## config.mk

```make
export PLATFORM = sky130hd
export DESIGN_NAME = esp32_rom_loader_flat
export DESIGN_NICKNAME = d
export VERILOG_FILES = /design/src/rtl/esp32_rom_loader_pkg.sv /design/src/rtl/esp32_rom_loader_if.sv /design/src/rtl/esp32_rom_loader_word_fifo.sv /design/src/rtl/esp32_rom_loader.sv /design/src/flat_wrapper.sv
export SDC_FILE = /design/constraint.sdc
export NUM_CORES = 1
export LEC_CHECK = 0
export CORE_MARGIN = 3
export CORE_UTILIZATION = 63
export DETAILED_ROUTE_END_ITERATION = 6
export DONT_BUFFER_PORTS = 1
export GPL_TIMING_DRIVEN = 0
export PLACE_DENSITY = 0.79
export SETUP_SLACK_MARGIN = 0.5
export SYNTH_ARGS = -nofsm -noshare
export SYNTH_HDL_FRONTEND = slang
export SYNTH_HIERARCHICAL = 1
export SYNTH_SLANG_ARGS = --single-unit
export TNS_END_PERCENT = 30
```

## constraint.sdc

```tcl
create_clock -name clk -period 6.2 [get_ports clk]
set_input_delay 0.31 -clock clk [delete_from_list [all_inputs] [get_ports clk]]
set_output_delay 0.31 -clock clk [all_outputs]
set_load 0.01 [all_outputs]
```

## src/rtl/esp32_rom_loader_pkg.sv

```systemverilog
// Shared types and helpers for the ESP32 SPI-to-SDRAM ROM loader.
// Holds the FSM states, page selectors, FIFO entry layout and mask helpers.
package esp32_loader_pkg;

  typedef enum logic [1:0] {
    IDLE    = 2'd0,
    LOADING = 2'd1,
    DRAIN   = 2'd2,
    DONE    = 2'd3
  } state_t;

  localparam logic [7:0] CTRL_PAGE = 8'hFF;
  localparam logic [7:0] CFG_PAGE  = 8'hFE;
  localparam logic [7:0] ROM_PAGE  = 8'h00;

  // Word address only: the byte lane is implied by the data packing.
  typedef struct packed {
    logic [23:1] addr;
    logic [15:0] data;
  } fifo_entry_t;

  // BSRAM size code N -> (1 KiB << N) - 1, saturating at 16 MiB.
  function automatic logic [23:0] ram_mask_from_code(input logic [7:0] code);
    if (code == 8'd0)
      return 24'h000000;
    if (code >= 8'd14)
      return 24'hFFFFFF;
    return (24'd1024 << code[3:0]) - 24'd1;
  endfunction

  // Every bit becomes the OR of itself and all bits above it.
  function automatic logic [23:0] smear_right(input logic [23:0] v);
    logic [23:0] r;
    r[23] = v[23];
    for (int i = 22; i >= 0; i--)
      r[i] = r[i+1] | v[i];
    return r;
  endfunction

endpackage

```

## src/rtl/esp32_rom_loader_if.sv

```systemverilog
// Bus bundle between the SPI byte source / SDRAM mux and the ROM loader.
// The master side drives the SPI bytes and SDRAM busy; the slave side is the loader.
interface esp32_rom_loader_if;
  logic        spi_wr;
  logic [31:0] spi_addr;
  logic [7:0]  spi_data;
  logic        ram_busy;
  logic        load_wr;
  logic [24:0] load_addr;
  logic [15:0] load_data;
  logic        load_done;
  logic [7:0]  rom_type;
  logic [23:0] rom_mask;
  logic [23:0] ram_mask;
  logic        overflow;

  modport master (
    output spi_wr, spi_addr, spi_data, ram_busy,
    input  load_wr, load_addr, load_data, load_done,
    input  rom_type, rom_mask, ram_mask, overflow
  );

  modport slave (
    input  spi_wr, spi_addr, spi_data, ram_busy,
    output load_wr, load_addr, load_data, load_done,
    output rom_type, rom_mask, ram_mask, overflow
  );
endinterface

```

## src/rtl/esp32_rom_loader_word_fifo.sv

```systemverilog
// Small synchronous word FIFO between byte pairing and the SDRAM issue path.
// Push and pop may share a cycle; a push into a full FIFO is accepted only if a pop frees a slot.
module loader_word_fifo
  import esp32_loader_pkg::*;
#(
  parameter int DEPTH_LOG2 = 2
) (
  input  logic        clk,
  input  logic        reset,
  input  logic        push,
  input  fifo_entry_t push_data,
  input  logic        pop,
  output fifo_entry_t pop_data,
  output logic        full,
  output logic        empty
);
  localparam int DEPTH = 1 << DEPTH_LOG2;
  localparam logic [DEPTH_LOG2:0] FULL_CNT = DEPTH[DEPTH_LOG2:0];

  fifo_entry_t           mem [DEPTH];
  logic [DEPTH_LOG2-1:0] wr_ptr, rd_ptr;
  logic [DEPTH_LOG2:0]   cnt;
  logic                  do_push, do_pop;

  assign empty    = (cnt == '0);
  assign full     = (cnt == FULL_CNT);
  assign do_pop   = pop & ~empty;
  assign do_push  = push & (~full | do_pop);
  assign pop_data = mem[rd_ptr];

  always_ff @(posedge clk or posedge reset) begin
    if (reset) begin
      wr_ptr <= '0;
      rd_ptr <= '0;
      cnt    <= '0;
    end else begin
      if (do_push) wr_ptr <= wr_ptr + 1'b1;
      if (do_pop)  rd_ptr <= rd_ptr + 1'b1;
      case ({do_push, do_pop})
        2'b10:   cnt <= cnt + 1'b1;
        2'b01:   cnt <= cnt - 1'b1;
        default: cnt <= cnt;
      endcase
    end
  end

  // Storage carries no reset; the pointers alone define what is valid.
  always_ff @(posedge clk) begin
    if (do_push) mem[wr_ptr] <= push_data;
  end

endmodule

```

## src/rtl/esp32_rom_loader.sv

```systemverilog
// ESP32 SPI byte writes -> paired 16-bit SDRAM load words, paced against ram_busy.
// Also owns the cartridge config (rom_type, masks) handed to the SNES core.
module esp32_rom_loader
  import esp32_loader_pkg::*;
#(
  parameter int         C_fifo_depth_log2 = 2,
  parameter logic [7:0] C_ctrl_page       = CTRL_PAGE,
  parameter logic [7:0] C_cfg_page        = CFG_PAGE,
  parameter logic [7:0] C_rom_page        = ROM_PAGE
) (
  input logic              clk,
  input logic              reset,
  esp32_rom_loader_if.slave bus
);

  state_t      state, state_n;
  logic        spi_wr_q, evt_q;
  logic [31:0] evt_addr;
  logic [7:0]  evt_data;
  logic [23:0] rom_a;
  logic        ctrl_evt, cfg_evt, rom_evt;

  logic        pend_vld, pend_vld_n;
  logic [23:1] pend_addr, pend_addr_n;
  logic [7:0]  pend_byte, pend_byte_n;
  logic [23:0] max_addr, max_n;
  logic        enter_load;

  logic        push, issue, fifo_full, fifo_empty;
  fifo_entry_t push_entry, pop_entry;
  logic [1:0]  guard_pipe;
  logic        guard;

  logic        load_wr_r, load_done_r, overflow_r;
  logic [24:0] load_addr_r;
  logic [15:0] load_data_r;
  logic [7:0]  rom_type_r;
  logic [23:0] ram_mask_r;

  // Rising edge of the strobe is latched with its address/data and acted on one cycle later.
  always_ff @(posedge clk or posedge reset) begin
    if (reset) begin
      spi_wr_q <= 1'b0;
      evt_q    <= 1'b0;
      evt_addr <= '0;
      evt_data <= '0;
    end else begin
      spi_wr_q <= bus.spi_wr;
      evt_q    <= bus.spi_wr & ~spi_wr_q;
      if (bus.spi_wr & ~spi_wr_q) begin
        evt_addr <= bus.spi_addr;
        evt_data <= bus.spi_data;
      end
    end
  end

  assign rom_a    = evt_addr[23:0];
  assign ctrl_evt = evt_q && (evt_addr[31:24] == C_ctrl_page);
  assign cfg_evt  = evt_q && (evt_addr[31:24] == C_cfg_page);
  assign rom_evt  = evt_q && (evt_addr[31:24] == C_rom_page);

  always_ff @(posedge clk or posedge reset) begin
    if (reset) state <= IDLE;
    else       state <= state_n;
  end

  always_comb begin
    state_n     = state;
    push        = 1'b0;
    push_entry  = '0;
    pend_vld_n  = pend_vld;
    pend_addr_n = pend_addr;
    pend_byte_n = pend_byte;
    max_n       = max_addr;
    enter_load  = 1'b0;
    case (state)
      IDLE, DONE: begin
        if (ctrl_evt && evt_data[0]) begin
          state_n    = LOADING;
          enter_load = 1'b1;
          pend_vld_n = 1'b0;
          max_n      = '0;
        end
      end
      LOADING: begin
        if (ctrl_evt && !evt_data[0]) begin
          // Stop: a lone even byte still has to reach SDRAM before DONE.
          state_n = DRAIN;
          if (pend_vld) begin
            push            = 1'b1;
            push_entry.addr = pend_addr;
            push_entry.data = {8'h00, pend_byte};
            pend_vld_n      = 1'b0;
          end
        end else if (rom_evt) begin
          if (!rom_a[0]) begin
            if (pend_vld) begin
              push            = 1'b1;
              push_entry.addr = pend_addr;
              push_entry.data = {8'h00, pend_byte};
            end
            pend_vld_n  = 1'b1;
            pend_addr_n = rom_a[23:1];
            pend_byte_n = evt_data;
          end else begin
            push            = 1'b1;
            push_entry.addr = rom_a[23:1];
            if (pend_vld && pend_addr == rom_a[23:1]) begin
              push_entry.data = {evt_data, pend_byte};
              pend_vld_n      = 1'b0;
            end else begin
              push_entry.data = {evt_data, 8'h00};
            end
          end
          if (rom_a > max_addr) max_n = rom_a;
        end
      end
      DRAIN: begin
        if (fifo_empty && !guard && !bus.ram_busy) state_n = DONE;
      end
      default: state_n = IDLE;
    endcase
  end

  loader_word_fifo #(
    .DEPTH_LOG2(C_fifo_depth_log2)
  ) u_fifo (
    .clk      (clk),
    .reset    (reset),
    .push     (push),
    .push_data(push_entry),
    .pop      (issue),
    .pop_data (pop_entry),
    .full     (fifo_full),
    .empty    (fifo_empty)
  );

  // Guard masks the controller's busy latency for two cycles after each request.
  assign guard = |guard_pipe;
  assign issue = ((state == LOADING) || (state == DRAIN)) && !fifo_empty
                 && !bus.ram_busy && !guard;

  always_ff @(posedge clk or posedge reset) begin
    if (reset) begin
      guard_pipe  <= '0;
      load_wr_r   <= 1'b0;
      load_addr_r <= '0;
      load_data_r <= '0;
      load_done_r <= 1'b0;
      overflow_r  <= 1'b0;
      rom_type_r  <= '0;
      ram_mask_r  <= '0;
      pend_vld    <= 1'b0;
      pend_addr   <= '0;
      pend_byte   <= '0;
      max_addr    <= '0;
    end else begin
      guard_pipe <= issue ? 2'b11 : {guard_pipe[0], 1'b0};
      load_wr_r  <= issue;
      if (issue) begin
        load_addr_r <= {1'b0, pop_entry.addr, 1'b0};
        load_data_r <= pop_entry.data;
      end
      load_done_r <= (state_n == DONE);
      pend_vld    <= pend_vld_n;
      pend_addr   <= pend_addr_n;
      pend_byte   <= pend_byte_n;
      max_addr    <= max_n;
      if (enter_load)
        overflow_r <= 1'b0;
      else if (push && fifo_full && !issue)
        overflow_r <= 1'b1;
      if (cfg_evt) begin
        if (!evt_addr[0]) rom_type_r <= evt_data;
        else              ram_mask_r <= ram_mask_from_code(evt_data);
      end
    end
  end

  assign bus.load_wr   = load_wr_r;
  assign bus.load_addr = load_addr_r;
  assign bus.load_data = load_data_r;
  assign bus.load_done = load_done_r;
  assign bus.rom_type  = rom_type_r;
  assign bus.rom_mask  = smear_right(max_addr);
  assign bus.ram_mask  = ram_mask_r;
  assign bus.overflow  = overflow_r;

endmodule
```

## src/flat_wrapper.sv

```systemverilog
// flat-port wrapper written by rule: the top's interface ports become plain ports
module esp32_rom_loader_flat import esp32_loader_pkg::*;
#(
  parameter int         C_fifo_depth_log2 = 2,
  parameter logic [7:0] C_ctrl_page       = CTRL_PAGE,
  parameter logic [7:0] C_cfg_page        = CFG_PAGE,
  parameter logic [7:0] C_rom_page        = ROM_PAGE
)
  (clk, reset, bus_spi_wr, bus_spi_addr, bus_spi_data, bus_ram_busy, bus_load_wr, bus_load_addr, bus_load_data, bus_load_done, bus_rom_type, bus_rom_mask, bus_ram_mask, bus_overflow);
  esp32_rom_loader_if bus_i ();
  input logic clk;
  input logic reset;
  input wire logic [$bits(bus_i.spi_wr)-1:0] bus_spi_wr;
  input wire logic [$bits(bus_i.spi_addr)-1:0] bus_spi_addr;
  input wire logic [$bits(bus_i.spi_data)-1:0] bus_spi_data;
  input wire logic [$bits(bus_i.ram_busy)-1:0] bus_ram_busy;
  output wire logic [$bits(bus_i.load_wr)-1:0] bus_load_wr;
  output wire logic [$bits(bus_i.load_addr)-1:0] bus_load_addr;
  output wire logic [$bits(bus_i.load_data)-1:0] bus_load_data;
  output wire logic [$bits(bus_i.load_done)-1:0] bus_load_done;
  output wire logic [$bits(bus_i.rom_type)-1:0] bus_rom_type;
  output wire logic [$bits(bus_i.rom_mask)-1:0] bus_rom_mask;
  output wire logic [$bits(bus_i.ram_mask)-1:0] bus_ram_mask;
  output wire logic [$bits(bus_i.overflow)-1:0] bus_overflow;
  assign bus_i.spi_wr = bus_spi_wr;
  assign bus_i.spi_addr = bus_spi_addr;
  assign bus_i.spi_data = bus_spi_data;
  assign bus_i.ram_busy = bus_ram_busy;
  assign bus_load_wr = bus_i.load_wr;
  assign bus_load_addr = bus_i.load_addr;
  assign bus_load_data = bus_i.load_data;
  assign bus_load_done = bus_i.load_done;
  assign bus_rom_type = bus_i.rom_type;
  assign bus_rom_mask = bus_i.rom_mask;
  assign bus_ram_mask = bus_i.ram_mask;
  assign bus_overflow = bus_i.overflow;
  esp32_rom_loader #(.C_fifo_depth_log2(C_fifo_depth_log2), .C_ctrl_page(C_ctrl_page), .C_cfg_page(C_cfg_page), .C_rom_page(C_rom_page)) u_core (.clk(clk), .reset(reset), .bus(bus_i));
endmodule
```

# == After elaboration in Yosys (flattened, before gate mapping) ==
# Memory sizes are Yosys's and may differ from the RTL's. A register that Yosys moved wholly into a read port is not among the register bits.
# Index checks and enable logic that the tools add are counted.
# W data, S select, Z words.
# totals
reg_bits,144
ram_bits,156
elab_cells,153
memories,1
# classes
n_addsub,5
n_lt_le_gt_ge,2
eq_ne,16
shifts,1
mux,45
bitwise,32
reduce_logical,33
# mem_list
memory,depth,word_bits,read_ports,rd_ports_with_merged_regs,wr,line,text
u_core.u_fifo.mem,4,39,1,1,1,esp32_rom_loader_word_fifo.sv:20,fifo_entry_t mem [DEPTH];
# op_table
cell,count
$mux W39,5
$mux W24,8
$pmux W24 S2,1
$gt A24 B24 Y1,1
$or A1 B1 Y1,24
$shl A11 B4 Y24 const A,1
$sub A24 B1 Y24 const B,1
$eq A23 B23 Y1,1
$mux W1,23
$eq A8 B8 Y1 const B,2
$logic_not A8 Y1,2
$logic_and A1 B1 Y1,13
$eq A2 B2 Y1 const B,4
$ge A8 B4 Y1 const B,1
$mux W2,4
$mux W8,1
$reduce_and A4 Y1,2
$ne A2 B1 Y1 const B,3
$pmux W2 S3,1
$pmux W3 S2,1
$reduce_bool A2 Y1,3
$logic_not A1 Y1,5
$not A1 Y1,5
$reduce_and A5 Y1,1
15 further kinds,21

# == Depth between registers and ports, before layout ==
# Gate-level depths: netlist (run 1).
# logic_depth
depth_word,23
ltp_mapped,15

# == Hierarchy ==
# The synthesis (run 1) kept the hierarchy.
# modules_own_cells
mod,n_inst,cells_each,area_each_um2,seq_area_each_um2
esp32_rom_loader,1,716,8082.8,4154.0
loader_word_fifo,1,243,6044.5,4859.7

# == Least setup slack after synthesis (run 1) ==
# Ideal clock, no wire load.
# synth_path
path_type,reg2reg
from,register u_core.state[1]
to,register u_core.u_fifo.cnt[2]
setup_ns,0.079
t_arrival_ns,3.060
t_required_ns,6.121
path_slack_ns,3.061
stages_incl_launch_ff,14
path_buffers,3
synth_period_minus_slack_ns,3.139
cell_sequence,dfrtp_1 ha_1 clkbuf_1 nor4_1 nor2b_1 clkbuf_1 clkbuf_1 o31a_2 ha_1 inv_1 fa_1 xor2_1 nor2_1 xor2_1
# synth_via
elab_chain_cells,10
word_cells_on_any_way,14
classes_between,eq/ne (4); mux (2); bitwise (3); reduce/logical (5)
# synth_rtl
item,line,text
start: declaration,esp32_rom_loader.sv:16,"state_t state, state_n;"
start signal: assignment,esp32_rom_loader.sv:64,else state <= state_n;
$eq A2 B1 Y1 or $eq A2 B2 Y1 (tied branches),esp32_rom_loader.sv:140,assign issue = ((state == LOADING) || (state == DRAIN)) && !fifo_empty
$logic_or A1 B1 Y1 *,esp32_rom_loader.sv:140,
$logic_and A1 B1 Y1 *,esp32_rom_loader.sv:140,
$logic_and A1 B1 Y1 * (2 in a row),esp32_rom_loader.sv:141,&& !bus.ram_busy && !guard;
via u_core.issue,esp32_rom_loader.sv:29,"logic push, issue, fifo_full, fifo_empty;"
$and A1 B1 Y1 *,esp32_rom_loader_word_fifo.sv:27,assign do_pop = pop & ~empty;
via u_core.u_fifo.do_pop,esp32_rom_loader_word_fifo.sv:23,"logic do_push, do_pop;"
$or A1 B1 Y1,esp32_rom_loader_word_fifo.sv:28,assign do_push = push & (~full | do_pop);
$and A1 B1 Y1,esp32_rom_loader_word_fifo.sv:28,
$eq A2 B1 Y1 or $eq A2 B2 Y1 (tied branches),esp32_rom_loader_word_fifo.sv:39,"case ({do_push, do_pop})"
$pmux W3 S2 or $reduce_bool A2 Y1 (tied branches),-,
end signal: assignment,esp32_rom_loader_word_fifo.sv:40,2'b10: cnt <= cnt + 1'b1;
end signal: assignment,esp32_rom_loader_word_fifo.sv:41,2'b01: cnt <= cnt - 1'b1;
end signal: assignment,esp32_rom_loader_word_fifo.sv:42,default: cnt <= cnt;
end: declaration,esp32_rom_loader_word_fifo.sv:22,logic [DEPTH_LOG2:0] cnt;
# Mark *: on every way through the listed nets, which the timed path passes. The rest lies on a longest branch.
# A chain may end at the register's enable or synchronous reset.

# == Worst setup path in the final report (run 1) ==
# layout_path
from,register u_core.state[1]
to,memory u_core/u_fifo/mem[3][17] in the netlist's numbering (enable)
# layout_via
elab_chain_cells,10
word_cells_on_any_way,12
classes_between,eq/ne (2); mux (3); bitwise (3); reduce/logical (4)
# layout_rtl
item,line,text
$eq A2 B1 Y1 or $eq A2 B2 Y1 (tied branches),esp32_rom_loader.sv:140,
$logic_or A1 B1 Y1 *,esp32_rom_loader.sv:140,
$logic_and A1 B1 Y1 *,esp32_rom_loader.sv:140,
$logic_and A1 B1 Y1 * (2 in a row),esp32_rom_loader.sv:141,
via u_core.issue,esp32_rom_loader.sv:29,
$and A1 B1 Y1 *,esp32_rom_loader_word_fifo.sv:27,
$or A1 B1 Y1 *,esp32_rom_loader_word_fifo.sv:28,
$and A1 B1 Y1 *,esp32_rom_loader_word_fifo.sv:28,
$mux W1 *,esp32_rom_loader_word_fifo.sv:49,if (do_push) mem[wr_ptr] <= push_data;
$mux W1 (implied by the code) *,esp32_rom_loader_word_fifo.sv:49,
end: declaration,esp32_rom_loader_word_fifo.sv:20,
# Marks and branches as above.

==> summary.md, run 1 <==
| Metric | Value |
|---|---|
| Wire per inst | 21.9 µm |
| Hold path startpoint | bus_ram_busy |
| Pre-CTS setup slack | 1860 ps |
| First-pass GRT wire length | 46,800 µm |
| Worst setup SP type | flop |
| Worst Slack Setup Final | 1780 ps |
| Min Clock Period, post-route | 4420 ps |
| Largest buffer count on any clock path | 3 |
| CTS H-tree lvls | 2 |
| Fill cells | 1,359 |
| FF-to-FF Start | u_core/state[1]$_DFF_PP0_ |
| Total internal power | 4.00 mW |
| Core Rows | 54 |
| Worst Reg-to-Reg Cells | 8 |
| Leak | 6.78 nW |
| Worst hold path type | primary input to flop |
| Final WL | 29,400 µm |
| Port Buf Inserts | 0 |
| Design area | 16,000 µm² |
| Final TNS setup | 0 ps |
| Clock share of power | 0.353 |
| Max-cap viol count | 0 |
| Hold Path End | u_core/state[0]$_DFF_PP0_ |
| N_diodes | 0 |
| Total power | 5.51 mW |
| Iteration-0 DRC Markers | 611 |
| Congestion Overflow GR | 0 |
| Final setup vio count | 0 |
| Crit. End Element | flop |
| Pin count of the biggest net entering global routing | 98 |
| Routed vias/inst | 6.16 |
| Switch share | 0.273 |
| Register share of total power | 0.488 |
| IO Count | 144 |
| Worst-path clk slew | 60 ps |
| Area of placed instances | 14,500 µm² |
| Layout cells sized above 1 | 0.229 |
| #FFs+latches synth | 329 |
| DP Wirelength | 19,100 µm |
| Max Freq | 226 MHz |
| Die area | 24,300 µm² |
| Count of yosys warnings during synthesis | 6 |
| Number of global-route vias before repair | 8,489 |
| Post-route DRC | 0 |
| Power per cell area | 344 nW/µm² |
| Worst-path fanout max | 39 |
| Tightest Pin Transition | 1090 ps |
| CTS sink cnt | 329 |
| Initial antenna violation count | 0 |
| Post-synth cell types | 60 |
| Async set or reset register ratio after synthesis | 0.526 |
| Skew-Pair Late Insertion Delay | 510 ps |
| Gr usage total | 0.248 |
| Arrival time worst endpoint | 4530 ps |
| Hold Slack | 299 ps |
| FF-to-FF End | u_core/u_fifo/mem[3][17]$_DFFE_PP_ |
| Chip width | 156 µm |
| Die height | 156 µm |
| NetSw | 1.50 mW |
| Sequential fraction of the synthesis area | 0.638 |
| Most common flop cell mapped by yosys | dfrtp_1 |
| Mapped Area | 14,100 µm² |
| Status | finished, final reports clean |
| Area Overhead vs Synth | 13.4% |
| Nets | 1,116 |
| Worst hold stages | 3 |
| Worst rel slew slack | 0.274 |
| Via count | 8,279 |
| Clock root cell | clkbuf_16 |
| Post-synthesis instance total | 959 |
| VDD IR max | 223 µV |
| FF-to-FF setup slack | 1780 ps |
| Antenna Nets Post-Route | 0 |
| Starting Density | 0.643 |
| CORE AREA | 22,000 µm² |
| Placer Congestion | 0.865 |
| Fin. max-slew vios | 0 |
| RSZ-0062 raised after global routing | false |
| WP data required | 6310 ps |
| Drt first pass iters | 4 |
| Period utilization | 0.713 |
| Hold Fails Final Rpt | 0 |
| TritonCTS clock tree | yes |
| Power share of the combinational group | 0.159 |
| Avg Cell Area, Syn | 14.7 µm² |
| Critical path class | flop to flop |
| Final Skew | 15.5 ps |
| Post-synth EDFFs | 156 |
| CTS Buf Count | 34 |
## stage by stage
step            util  cells
2_1_floorplan      -    960
3_3_place_gp   0.659   1240
3_5_place_dp   0.661   1241
4_1_cts        0.729   1343
5_1_grt        0.730   1343
6_report       0.730   1343
## layout by cell type, fill, tap and decap left out, drive strengths merged, types with 3 or more instances in the layout
| cell | n |
|---|---|
| or3 | 3 |
| a31oi | 7 |
| nand4 | 12 |
| o21ai | 18 |
| or4 | 7 |
| nand2b | 4 |
| dlygate4sd3 | 42 |
| o21a | 3 |
| nand2 | 73 |
| nor3 | 8 |
| clkinv | 13 |
| clkbuf | 78 |
| and2 | 19 |
| mux4 | 39 |
| mux2 | 117 |
| buf | 24 |
| a21oi | 35 |
| nor2 | 33 |
| inv | 45 |
| xnor2 | 24 |
| a22o | 28 |
| edfxtp | 156 |
| nand3 | 11 |
| dfrtp | 173 |
| xor2 | 6 |
| a21o | 6 |
| ha | 32 |
| nor2b | 3 |
| nor4 | 12 |
## per-layer routing
metal / global-route usage / wire length [µm]
met5: 0 / 0
met4: 0.0698 / 675
met3: 0.0605 / 2210
met2: 0.377 / 13800
met1: 0.366 / 12600
## sequential cells by signal (all words and copies together), names as in the netlist, 3 cells and up
name                  count
u_core/u_fifo/mem       156
u_core/u_fifo/cnt         3
u_core/max_addr          24
u_core/pend_byte          8
u_core/bus.load_data     16
u_core/bus.ram_mask      15
u_core/pend_addr         23
u_core/evt_addr          32
u_core/bus.rom_type       8
u_core/evt_data           8
u_core/bus.load_addr     23
## cells in the mapped netlist (2+ instances only)
cell	instances	share of area
dfrtp_1	173	0.31
inv_1	43	0.011
a21o_1	6	0.0032
o2bb2ai_1	2	0.0012
nand3_1	11	0.0039
and3_1	2	0.00089
nor3_1	7	0.0025
a211oi_1	2	0.0011
o21ai_0	17	0.0060
nand2_1	73	0.019
ha_1	32	0.028
mux2_2	116	0.092
a22o_1	28	0.017
mux4_2	39	0.062
xnor2_1	24	0.015
a221o_1	2	0.0014
nand2b_1	4	0.0018
or4_1	5	0.0027
xor2_1	6	0.0037
o31ai_1	2	0.0011
buf_2	6	0.0021
o21a_1	2	0.0011
buf_1	5	0.0013
a31oi_1	7	0.0031
nand4_1	11	0.0049
edfxtp_1	156	0.33
nor4_1	11	0.0049
a21oi_1	35	0.012
clkbuf_1	34	0.0090
buf_4	12	0.0064
or3_1	3	0.0013
o211ai_1	2	0.0011
and2_1	15	0.0066
nor2_1	33	0.0088
nor2b_1	3	0.0013
and2_2	4	0.0021
or4_4	2	0.0016
a2111oi_0	2	0.0012
## critical path, cell delays in order, from the launching register on
cell	delay [ps]
dfrtp_1	420
ha_1	280
clkbuf_1	260
nor4_1	860
nor2b_1	210
clkbuf_1	260
clkbuf_1	560
o21a_4	280
and2_2	890
## worst max-delay path by stage
| stage | start | endpoint | slack (ps) | depth (start not counted) |
|---|---|---|---|---|
| 2_1_floorplan | reset | u_core/bus.load_addr[10]$_DFFE_PP0P_ | 1400 | 1 |
| 3_3_place_gp | reset | u_core/evt_addr[24]$_DFFE_PP0P_ | -500 | 1 |
| 3_5_place_dp | u_core/state[1]$_DFF_PP0_ | u_core/u_fifo/mem[3][31]$_DFFE_PP_ | 1860 | 8 |
| 4_1_cts | u_core/state[1]$_DFF_PP0_ | u_core/u_fifo/mem[0][17]$_DFFE_PP_ | 1830 | 8 |
| 5_1_grt | u_core/state[0]$_DFF_PP0_ | u_core/u_fifo/mem[3][19]$_DFFE_PP_ | 1620 | 9 |
| 6_report | u_core/state[1]$_DFF_PP0_ | u_core/u_fifo/mem[3][17]$_DFFE_PP_ | 1780 | 8 |
## cells by family after synthesis
group / share of synthesized area
flip-flops: 0.638
other: 0.000265
AO/OA/AOI/OAI: 0.0565
buffers and inverters: 0.0303
multiplexers: 0.156
AND/OR/NAND/NOR: 0.0701
XOR/XNOR: 0.0186
adder cells (fa/ha/maj): 0.0298
## final cells by class
class,count,area [µm²],share of cell area
repair buffers,43,448,0.0280
well taps,280,350,0.0219
clock buffers,44,970,0.0605
inverters,43,169,0.0105
flip-flops and latches,329,9010,0.563
clock inverters,16,108,0.00672
multi-input cells,531,4700,0.293
plain buffers,57,267,0.0166
## power by group through the flow
stage,registers [mW],logic [mW],clock network [mW]
after detailed placement,2.73,0.854,0
after global routing,2.72,0.965,2.06
after global placement,2.72,0.832,0
after floorplan,2.66,0.689,0
after CTS,2.69,0.886,1.98
final,2.69,0.878,1.94
## what timing repair did
item / in CTS / in global routing
gates resized for setup: 0 / 0
buffers inserted: 0 / 0
hold buffers: 42 / 0
endpoints found under the hold margin: 117 / 0
Note: power is estimated with default switching activity, not from simulation.
==> inputs of run 2 (changes only) <==
- CORE_UTILIZATION: 63 -> 57
- PLACE_DENSITY: 0.79 -> 0.75
- clock period: 6.2 -> 3.7 ns (I/O delays scaled with it)
==> summary.md, run 2 (same netlist as run 1, synthesis figures left out) <==
| Metric | Value |
|---|---|
| CTS Buf Count | 34 (unchanged) |
| Final setup vio count | 0 (unchanged) |
| Min Clock Period, post-route | 3250 ps |
| FF-to-FF setup slack | 530 ps (-1250 ps) |
| Arrival time worst endpoint | 3060 ps (-1470 ps) |
| Core Rows | 56 (+3.7%) |
| Pin count of the biggest net entering global routing | 43 (-56%) |
| Reg with most FFs | u_core/u_fifo/mem |
| TritonCTS clock tree | yes |
| Crit path launch | u_core/max_addr[20]$_DFFE_PP0P_ |
| Fin. max-slew vios | 0 (unchanged) |
| FF-to-FF Start | u_core/evt_addr[29]$_DFFE_PP0P_ |
| Antenna Nets Post-Route | 0 (unchanged) |
| Hold Slack | 120 ps (-180 ps) |
| Starting Density | 0.591 (-0.0521) |
| Skew-Pair Late Insertion Delay | 510 ps (about the same) |
| Power per cell area | 569 nW/µm² (+66%) |
| Die height | 163 µm (+4.9%) |
| Top flop regs | u_core/u_fifo/mem x156, u_core/evt_addr x32, u_core/max_addr x24 |
| First-pass GRT wire length | 47,100 µm (+0.54%) |
| Max-cap viol count | 0 (unchanged) |
| Worst rel slew slack | 0.280 (+0.00614) |
| Gr usage total | 0.229 (-0.0190) |
| Fill cells | 1,672 (+23%) |
| Chip width | 163 µm (+4.9%) |
| VDD IR max | 417 µV (+87%) |
| Post-route DRC | 0 (unchanged) |
| Worst-path clk slew | 60 ps (about the same) |
| Critical path class | flop to primary output |
| Number of global-route vias before repair | 8,232 (-3.0%) |
| Drt first pass iters | 5 (+1) |
| Final WL | 29,900 µm (+1.8%) |
| Port Buf Inserts | 0 (unchanged) |
| CTS sink cnt | 329 (unchanged) |
| Hold Fails Final Rpt | 0 (unchanged) |
| Area Overhead vs Synth | 14.9% |
| Layout cells sized above 1 | 0.243 (+0.0142) |
| CP Capture Point | bus_rom_mask[0] |
| Final Skew | 11.3 ps (-4.22 ps) |
| WP data required | 3510 ps (-2800 ps) |
| Worst-path fanout max | 4 (-90%) |
| CTS H-tree lvls | 2 (unchanged) |
| Max Freq | 308 MHz |
| Max reg flops | 156 (unchanged) |
| Routed vias/inst | 5.85 (-5.1%) |
| Worst hold path type | primary input to asynchronous set/reset pin |
| Worst Reg-to-Reg Cells | 14 (+6) |
| Commonest non-fill, non-tap cell in the layout | dfrtp_1 |
| Reg area | 9010 µm² (unchanged) |
| Tightest Pin Transition | 1070 ps (-19.1 ps) |
| Commonest cells after routing, fill and taps aside | 173 x dfrtp_1, 156 x edfxtp_1, 116 x mux2_2 |
| Worst setup SP type | flop |
| Fin cells | 1,394 (+3.8%) |
| Leak | 6.84 nW (+0.88%) |
| RSZ-0062 raised after global routing | true |
| Pre-CTS setup slack | -575 ps (-2440 ps) |
| IO Count | 144 (unchanged) |
| Total power | 9.24 mW (+68%) |
| Largest buffer count on any clock path | 3 (unchanged) |
| Initial antenna violation count | 0 (unchanged) |
| Final Util | 0.679 (-0.0504) |
| Congestion Overflow GR | 0 (unchanged) |
| Die area | 26,700 µm² (+10%) |
| Wire per inst | 21.4 µm (-1.9%) |
| Via count | 8,154 (-1.5%) |
| Status | finished, final reports clean |
| Placer Congestion | 0.815 (-5.8%) |
| Crit. End Element | primary output |
| CORE AREA | 23,900 µm² (+8.8%) |
| Area occupied by multi-input gates | 4760 µm² (+1.4%) |
| Clock root cell | clkbuf_16 |
| FF-to-FF End | u_core/u_fifo/cnt[2]$_DFFE_PP0P_ |
| N_diodes | 0 (unchanged) |
| Dpl cells | 1,283 (+3.4%) |
| Worst Slack Setup Final | 450 ps (-1330 ps) |
| Nets | 1,127 (+0.99%) |
| Period utilization | 0.878 |
| Iteration-0 DRC Markers | 590 (-3.4%) |
| DP Wirelength | 19,900 µm (+4.0%) |
-- run 2: cell count changes in the layout (fill, tap and decap cells not counted), sizes merged --
cell,previous run,this run
inv,45,42
clkinvlp,0,1
clkbuf,78,81
buf,24,35
-- run 2: worst min path at each step --
stage	depth (start not counted)	startpoint	endpoint	slack, ps
2_1_floorplan	1	reset	u_core/u_fifo/cnt[0]$_DFFE_PP0P_	-10
3_3_place_gp	1	reset	u_core/u_fifo/cnt[0]$_DFFE_PP0P_	20
3_5_place_dp	1	reset	u_core/u_fifo/cnt[2]$_DFFE_PP0P_	20
4_1_cts	2	reset	u_core/u_fifo/cnt[1]$_DFFE_PP0P_	110
5_1_grt	2	reset	u_core/u_fifo/cnt[1]$_DFFE_PP0P_	130
6_report	2	reset	u_core/u_fifo/cnt[1]$_DFFE_PP0P_	120
-- run 2: report_power, final --
| group | switching [mW] | internal (mW) |
|---|---|---|
| Combinational | 0.812 | 0.710 |
| Clock | 1.36 | 1.86 |
| Sequential | 0.389 | 4.11 |
-- run 2: repair_timing --
action                                  CTS  global route
hold buffers                             42             0
buffers inserted                          3             5
gates resized for setup                  11            13
pin swaps                                 3             3
endpoints found under the hold margin   134             0
endpoints found under the setup margin  216           185
-- run 2: area by class of cell --
class                   count  area share
flip-flops and latches    329       0.555
multi-input cells         531       0.293
clock buffers              47      0.0580
repair buffers             54      0.0345
well taps                 319      0.0246
plain buffers              57      0.0170
inverters                  43      0.0102
clock inverters            14     0.00694
-- run 2: through the flow --
stage	TNS [ps]	area, µm²
after global routing	0	16200
after CTS	0	16200
after detailed placement	-87300	14600
after floorplan	0	14100
final	0	16200
after global placement	-96020	14500
-- run 2: worst max-delay path: stages (launching register included) --
cell and delay [ps]:
dfrtp_1 400, or4_4 590, or4_4 490, nor3_4 240, nand4_4 170, nand4b_4 270, or3_4 400
-- run 2: routing by layer --
metal / part of all wire / GRT usage / vias to the layer above
li1: - / - / 3728
met1: 0.44 / 0.331 / 4147
met2: 0.48 / 0.360 / 237
met3: 0.061 / 0.0449 / 42
met4: 0.021 / 0.0627 / 0
met5: 0 / 0 / -
